<file path="config.mk">
export PLATFORM = sky130hd
export DESIGN_NAME = rv_multicycle_ctrl
export DESIGN_NICKNAME = d
export VERILOG_FILES = /design/src/rtl/rv_multicycle_ctrl.sv
export SDC_FILE = /design/constraint.sdc
export NUM_CORES = 1
export LEC_CHECK = 0
export CORE_ASPECT_RATIO = 1.5
export CORE_MARGIN = 10
export CORE_UTILIZATION = 40
export DETAILED_ROUTE_END_ITERATION = 8
export MAX_ROUTING_LAYER = met4
export PLACE_DENSITY_LB_ADDON = 0.05
export SYNTH_ARGS = -nofsm -noshare
export SYNTH_HDL_FRONTEND = slang
export SYNTH_SLANG_ARGS = --single-unit
</file>
<file path="constraint.sdc">
create_clock -name clk_i -period 2 [get_ports clk_i]
set_input_delay 0.4 -clock clk_i [delete_from_list [all_inputs] [get_ports clk_i]]
set_output_delay 0.4 -clock clk_i [all_outputs]
set_load 0.05 [all_outputs]
</file>
<file path="src/rtl/rv_multicycle_ctrl.sv">
// rv_multicycle_ctrl: main control FSM of a multicycle RISC datapath.
// One instruction moves through FETCH, DECODE and an opcode-specific tail of
// states. Memory states wait on mem_ready_i. Illegal opcodes retire directly
// from DECODE and set a sticky flag. Control strobes are pure decodes of the
// current state, so an asynchronous reset silences them at once.
module rv_multicycle_ctrl (
    input  logic        clk_i,
    input  logic        rst_i,
    input  logic        start_i,
    input  logic [5:0]  Op_i,
    input  logic        mem_ready_i,
    output logic        PCWrite_o,
    output logic        PCWriteCond_o,
    output logic        IorD_o,
    output logic        MemRead_o,
    output logic        MemWrite_o,
    output logic        IRWrite_o,
    output logic        MemtoReg_o,
    output logic        RegDst_o,
    output logic        RegWrite_o,
    output logic        ALUSrcA_o,
    output logic [1:0]  ALUSrcB_o,
    output logic [1:0]  ALUOp_o,
    output logic [1:0]  PCSource_o,
    output logic [3:0]  state_o,
    output logic        illegal_o,
    output logic [31:0] instr_cnt_o
);

    typedef enum logic [3:0] {
        ST_IDLE   = 4'd0,
        ST_FETCH  = 4'd1,
        ST_DECODE = 4'd2,
        ST_MEMADR = 4'd3,
        ST_MEMRD  = 4'd4,
        ST_MEMWB  = 4'd5,
        ST_MEMWR  = 4'd6,
        ST_EXEC   = 4'd7,
        ST_RWB    = 4'd8,
        ST_BRANCH = 4'd9,
        ST_JUMP   = 4'd10,
        ST_ADDI   = 4'd11,
        ST_ADDIWB = 4'd12
    } state_t;

    localparam logic [5:0] OP_RTYPE = 6'b000000;
    localparam logic [5:0] OP_ADDI  = 6'b001000;
    localparam logic [5:0] OP_LW    = 6'b100011;
    localparam logic [5:0] OP_SW    = 6'b101011;
    localparam logic [5:0] OP_BEQ   = 6'b000100;
    localparam logic [5:0] OP_J     = 6'b000010;

    state_t      state_r;
    state_t      next_state_s;
    state_t      after_retire_s;
    logic        retire_s;
    logic        illegal_set_s;
    logic        illegal_r;
    logic [31:0] instr_cnt_r;

    assign state_o     = state_r;
    assign illegal_o   = illegal_r;
    assign instr_cnt_o = instr_cnt_r;

    // Where the FSM goes once an instruction retires: keep running or park.
    always_comb begin
        if (start_i) begin
            after_retire_s = ST_FETCH;
        end else begin
            after_retire_s = ST_IDLE;
        end
    end

    // Next-state, retirement and control-strobe decode of the current state.
    always_comb begin
        next_state_s  = state_r;
        retire_s      = 1'b0;
        illegal_set_s = 1'b0;
        PCWrite_o     = 1'b0;
        PCWriteCond_o = 1'b0;
        IorD_o        = 1'b0;
        MemRead_o     = 1'b0;
        MemWrite_o    = 1'b0;
        IRWrite_o     = 1'b0;
        MemtoReg_o    = 1'b0;
        RegDst_o      = 1'b0;
        RegWrite_o    = 1'b0;
        ALUSrcA_o     = 1'b0;
        ALUSrcB_o     = 2'b00;
        ALUOp_o       = 2'b00;
        PCSource_o    = 2'b00;
        case (state_r)
            ST_IDLE: begin
                if (start_i) begin
                    next_state_s = ST_FETCH;
                end else begin
                    next_state_s = ST_IDLE;
                end
            end
            ST_FETCH: begin
                MemRead_o = 1'b1;
                ALUSrcB_o = 2'b01;
                IRWrite_o = mem_ready_i;
                PCWrite_o = mem_ready_i;
                if (mem_ready_i) begin
                    next_state_s = ST_DECODE;
                end else begin
                    next_state_s = ST_FETCH;
                end
            end
            ST_DECODE: begin
                ALUSrcB_o = 2'b11;
                case (Op_i)
                    OP_RTYPE: next_state_s = ST_EXEC;
                    OP_ADDI:  next_state_s = ST_ADDI;
                    OP_LW:    next_state_s = ST_MEMADR;
                    OP_SW:    next_state_s = ST_MEMADR;
                    OP_BEQ:   next_state_s = ST_BRANCH;
                    OP_J:     next_state_s = ST_JUMP;
                    default: begin
                        // Unknown opcode: flag it and retire with no datapath effect.
                        illegal_set_s = 1'b1;
                        retire_s      = 1'b1;
                        next_state_s  = after_retire_s;
                    end
                endcase
            end
            ST_MEMADR: begin
                ALUSrcA_o = 1'b1;
                ALUSrcB_o = 2'b10;
                if (Op_i == OP_LW) begin
                    next_state_s = ST_MEMRD;
                end else begin
                    next_state_s = ST_MEMWR;
                end
            end
            ST_MEMRD: begin
                MemRead_o = 1'b1;
                IorD_o    = 1'b1;
                if (mem_ready_i) begin
                    next_state_s = ST_MEMWB;
                end else begin
                    next_state_s = ST_MEMRD;
                end
            end
            ST_MEMWB: begin
                RegWrite_o   = 1'b1;
                MemtoReg_o   = 1'b1;
                retire_s     = 1'b1;
                next_state_s = after_retire_s;
            end
            ST_MEMWR: begin
                MemWrite_o = 1'b1;
                IorD_o     = 1'b1;
                if (mem_ready_i) begin
                    retire_s     = 1'b1;
                    next_state_s = after_retire_s;
                end else begin
                    next_state_s = ST_MEMWR;
                end
            end
            ST_EXEC: begin
                ALUSrcA_o    = 1'b1;
                ALUOp_o      = 2'b10;
                next_state_s = ST_RWB;
            end
            ST_RWB: begin
                RegDst_o     = 1'b1;
                RegWrite_o   = 1'b1;
                retire_s     = 1'b1;
                next_state_s = after_retire_s;
            end
            ST_ADDI: begin
                ALUSrcA_o    = 1'b1;
                ALUSrcB_o    = 2'b10;
                next_state_s = ST_ADDIWB;
            end
            ST_ADDIWB: begin
                RegWrite_o   = 1'b1;
                retire_s     = 1'b1;
                next_state_s = after_retire_s;
            end
            ST_BRANCH: begin
                ALUSrcA_o     = 1'b1;
                ALUOp_o       = 2'b01;
                PCWriteCond_o = 1'b1;
                PCSource_o    = 2'b01;
                retire_s      = 1'b1;
                next_state_s  = after_retire_s;
            end
            ST_JUMP: begin
                PCWrite_o    = 1'b1;
                PCSource_o   = 2'b10;
                retire_s     = 1'b1;
                next_state_s = after_retire_s;
            end
            default: begin
                // Unused encodings recover to IDLE.
                next_state_s = ST_IDLE;
            end
        endcase
    end

    // State register, retired-instruction counter and sticky illegal flag.
    always_ff @(posedge clk_i or posedge rst_i) begin
        if (rst_i) begin
            state_r     <= ST_IDLE;
            instr_cnt_r <= 32'd0;
            illegal_r   <= 1'b0;
        end else begin
            state_r <= next_state_s;
            if (retire_s) begin
                instr_cnt_r <= instr_cnt_r + 32'd1;
            end
            if (illegal_set_s) begin
                illegal_r <= 1'b1;
            end
        end
    end

endmodule

</file>
==> impl_metrics.py <==
metrics = {
    "critical_path": {
        "cp.arrival_ns": 1.58,
        "r2r_start": "state_o[3]$_DFF_PP0_",
        "worst-setup-path-type": "flip-flop to output port",
        "rrSetupSlack_ns": 0.14,
        "end_kind": "output port",
        "worstPathCellList": "clkdlybuf4s50_1",
        "crit_fanout": 4,
        "r2r_cells": 7,
        "cpMaxStageDelayCell": "clkdlybuf4s50_1",
        "max_stage_delay_ns": 0.85,
        "crit_required_ns": 1.60,
        "crit_buf_inv": 1,
        "rr_endpoint": "instr_cnt_o[22]$_DFFE_PP0P_",
        "worst_setup_path_start_kind": "flip-flop",
        "cp_top_family": "buffers and inverters",
    },
    "synth": {
        "yosys_warnings": 0,
        "synth.distinct_cells": 50,
        "synth_top_area_share_pct": 41.7,
        "synth_edf_count": 0,
        "yosys.area.top_type": "dfrtp_1",
        "synth_top_family_by_area": "simple AND/OR/NAND/NOR gates",
        "synth_fa_ha_area_share_pct": 0.563,
        "synthSimpleGateAreaFrac_pct": 25.1,
        "ys_seq_area_share_pct": 41.7,
        "synth_seq_cells": 37,
        "synth-xor-area-share_pct": 13.0,
        "syn_inst": 221,
        "synthTopCellsByArea": "dfrtp_1, xnor2_1, nand3_1",
        "synthesis.area_um2": 2220,
        "synth_ff_type": "dfrtp_1",
        "synth_compound_area_share_pct": 13.7,
        "synth.avg_cell_area_um2": 10.0,
        "async_reset_ff_share_pct": 100,
        "muxShareOfSynthArea_pct": 0.507,
        "syn-num-nets": 232,
    },
    "cts": {
        "cts_htree_levels": 2,
        "numCtsBuffers": 5,
        "cts-root-buf": "clkbuf_8",
        "clkSinkCount": 37,
        "clockBufferDepth": 2,
        "clock_latency_ns": 0.29,
        "cts_tree": "yes",
        "clk_pin_slew_ns": 0.08,
    },
    "pwr": {
        "swShare_pct": 43.0,
        "leakagePower_nw": 1.47,
        "pwr-share-comb_pct": 62.8,
        "seqPwrFrac_pct": 20.7,
        "p_per_area_nw_per_um2": 1320,
        "p_switching_mw": 2.01,
        "max-vdd-ir-drop_uv": 752,
        "internal_power_mw": 2.66,
        "pwr-share-clk_pct": 16.5,
    },
    "sta": {
        "drv_slew": 0,
        "post-route-period-util_pct": 98.9,
        "tns_ns": 0,
        "setup_viol": 0,
        "slew_headroom_pct": 65.3,
        "period_minus_slack_ns": 1.98,
        "holdWs_ns": 0.491,
        "worst-slew-pin-transition_ns": 0.519,
        "rsz0062_at_grt": "true",
        "max_freq_mhz": 506,
        "fin_skew_ns": 0.00710,
        "hold_viol": 0,
    },
    "layout": {
        "final_area_um2": 3550,
        "antennaDiodeCount": 0,
        "final_common_cell": "buf_4",
        "final_nets": 325,
        "utilization_pct": 65.1,
        "layout_common_cells": "buf_4, xnor2_1, dfrtp_1",
        "area_growth_pct": 59.8,
        "layout-drive-gt1-share_pct": 44.4,
    },
    "floorplan": {
        "die_y_um": 111,
        "dieArea_um2": 8990,
        "initial_utilization_pct": 40.7,
        "core_area_um2": 5450,
        "dieWidth_um": 80.8,
        "rows": 33,
        "ios": 63,
    },
    "detailed_routing": {
        "routed_wl_mm": 6.37,
        "firstDrtPassIters": 4,
        "wl_per_cell_um": 16.5,
        "final_antenna_net_count": 0,
        "drt-initial-drc-count": 58,
        "dr_total_vias": 2046,
        "remaining_drc_errors": 0,
        "viasPerCell": 5.31,
    },
    "place": {
        "io_buffer_count": 62,
        "dpl_cell_area_um2": 3280,
        "finalWeightedCongestion": 0.806,
        "hpwl_mm": 4.83,
    },
    "min_path": {
        "hold_path.startpoint": "instr_cnt_o[16]$_DFFE_PP0P_",
        "hold_path.class": "flip-flop to flip-flop",
        "min_delay_path_depth": 1,
        "hold_path_end": "instr_cnt_o[16]$_DFFE_PP0P_",
    },
    "global_routing": {
        "grt_pass1_wl_mm": 10.8,
        "antenna_found_initial": 0,
        "grt_use_total_pct": 14.9,
        "grt_overflow": 0,
        "grt_pass1_vias": 2175,
        "grt_max_degree": 38,
    },
    "outcome": {
        "outcome": "completed",
    },
    "flow_run": {
        "max-cap-violations": 0,
    },
}
-- registers in the layout (all words and copies together), names as in the netlist --
| signal | flops |
|---|---|
| instr_cnt_o | 32 |
| state_o | 4 |
| illegal_o | 1 |
-- power groups by stage --
stage / registers (mW) / clock network [mW] / logic, mW
final: 0.969 / 0.768 / 2.93
after global routing: 0.982 / 0.814 / 3.11
after global placement: 0.978 / 0 / 2.71
after detailed placement: 0.982 / 0 / 2.72
after CTS: 0.957 / 0.777 / 2.90
after floorplan: 1.29 / 0 / 1.26
-- worst max-delay path by stage --
stage	to	slack [ns]	from	cells after the start
floorplan	instr_cnt_o[20]$_DFFE_PP0P_	-0.01	state_o[3]$_DFF_PP0_	6
global placement	instr_cnt_o[28]$_DFFE_PP0P_	-0.53	Op_i[0]	7
detailed placement	instr_cnt_o[28]$_DFFE_PP0P_	-0.54	Op_i[0]	7
CTS	instr_cnt_o[22]$_DFFE_PP0P_	-0.08	Op_i[4]	7
global route	MemWrite_o	-0.01	state_o[3]$_DFF_PP0_	5
finish	instr_cnt_o[25]	0.02	instr_cnt_o[25]$_DFFE_PP0P_	1
-- layer usage --
layer	GRT usage [%]	routed length, um
met1	16.6	2490
met2	25.7	3490
met3	2.76	279
met4	4.87	108
met5	-	0
-- area by class of cell --
cell class	instances	area, um^2
clock buffers	5	68.8
fillers	461	1900
well taps	70	87.6
clock inverters	3	65.1
flip-flops and latches	37	943
inverters	5	18.8
multi-input cells	164	1310
repair buffers	101	1050
-- worst register-to-register path: stages (launching register included) --
cell and delay [ns]:
dfrtp_2 0.43, buf_6 0.16, nand2b_1 0.17, a21o_4 0.20, a2111oi_4 0.30, buf_6 0.19, o211ai_1 0.14, xnor2_1 0.15
-- stage by stage --
stage          setup slack (ns)  total power [mW]  std cells
2_1_floorplan           -0.0112              2.55        221
3_3_place_gp             -0.532              3.68        370
3_5_place_dp             -0.542              3.70        370
4_1_cts                 -0.0773              4.63        383
5_1_grt                 -0.0139              4.91        385
6_report                 0.0218              4.67        385
-- synth_stat cells, types with 2 or more instances --
master,n
a21oi_1,8
and2_1,3
and3_1,10
and3_2,2
and4_1,4
buf_4,4
buf_6,4
clkbuf_1,7
dfrtp_1,37
inv_1,5
nand2_1,11
nand2b_1,3
nand3_1,16
nand3b_1,2
nand4_1,10
nand4b_1,2
nor2_1,13
nor2b_1,2
nor3_1,3
nor4_1,3
o2111ai_1,3
o211ai_1,6
o21ai_0,4
or4_1,2
xnor2_1,32
-- kinds of logic (layout without fill, tap and decap cells) --
kind of cell,after synthesis,after routing
DFF,37,37
AOI/OAI and AO/OA,34,34
buffers and inverters,20,114
adders and majority gates,1,1
muxes,1,1
xor gates and xnor gates,33,33
and+or+nand+nor,95,95
-- repair_timing --
item                       CTS  global route
setup buffers                6             3
pin swaps                    7             8
gates resized for setup     16            23
hold buffers                 0             0
setup endpoints to repair   41            37
(Power assumes the default switching activity.)
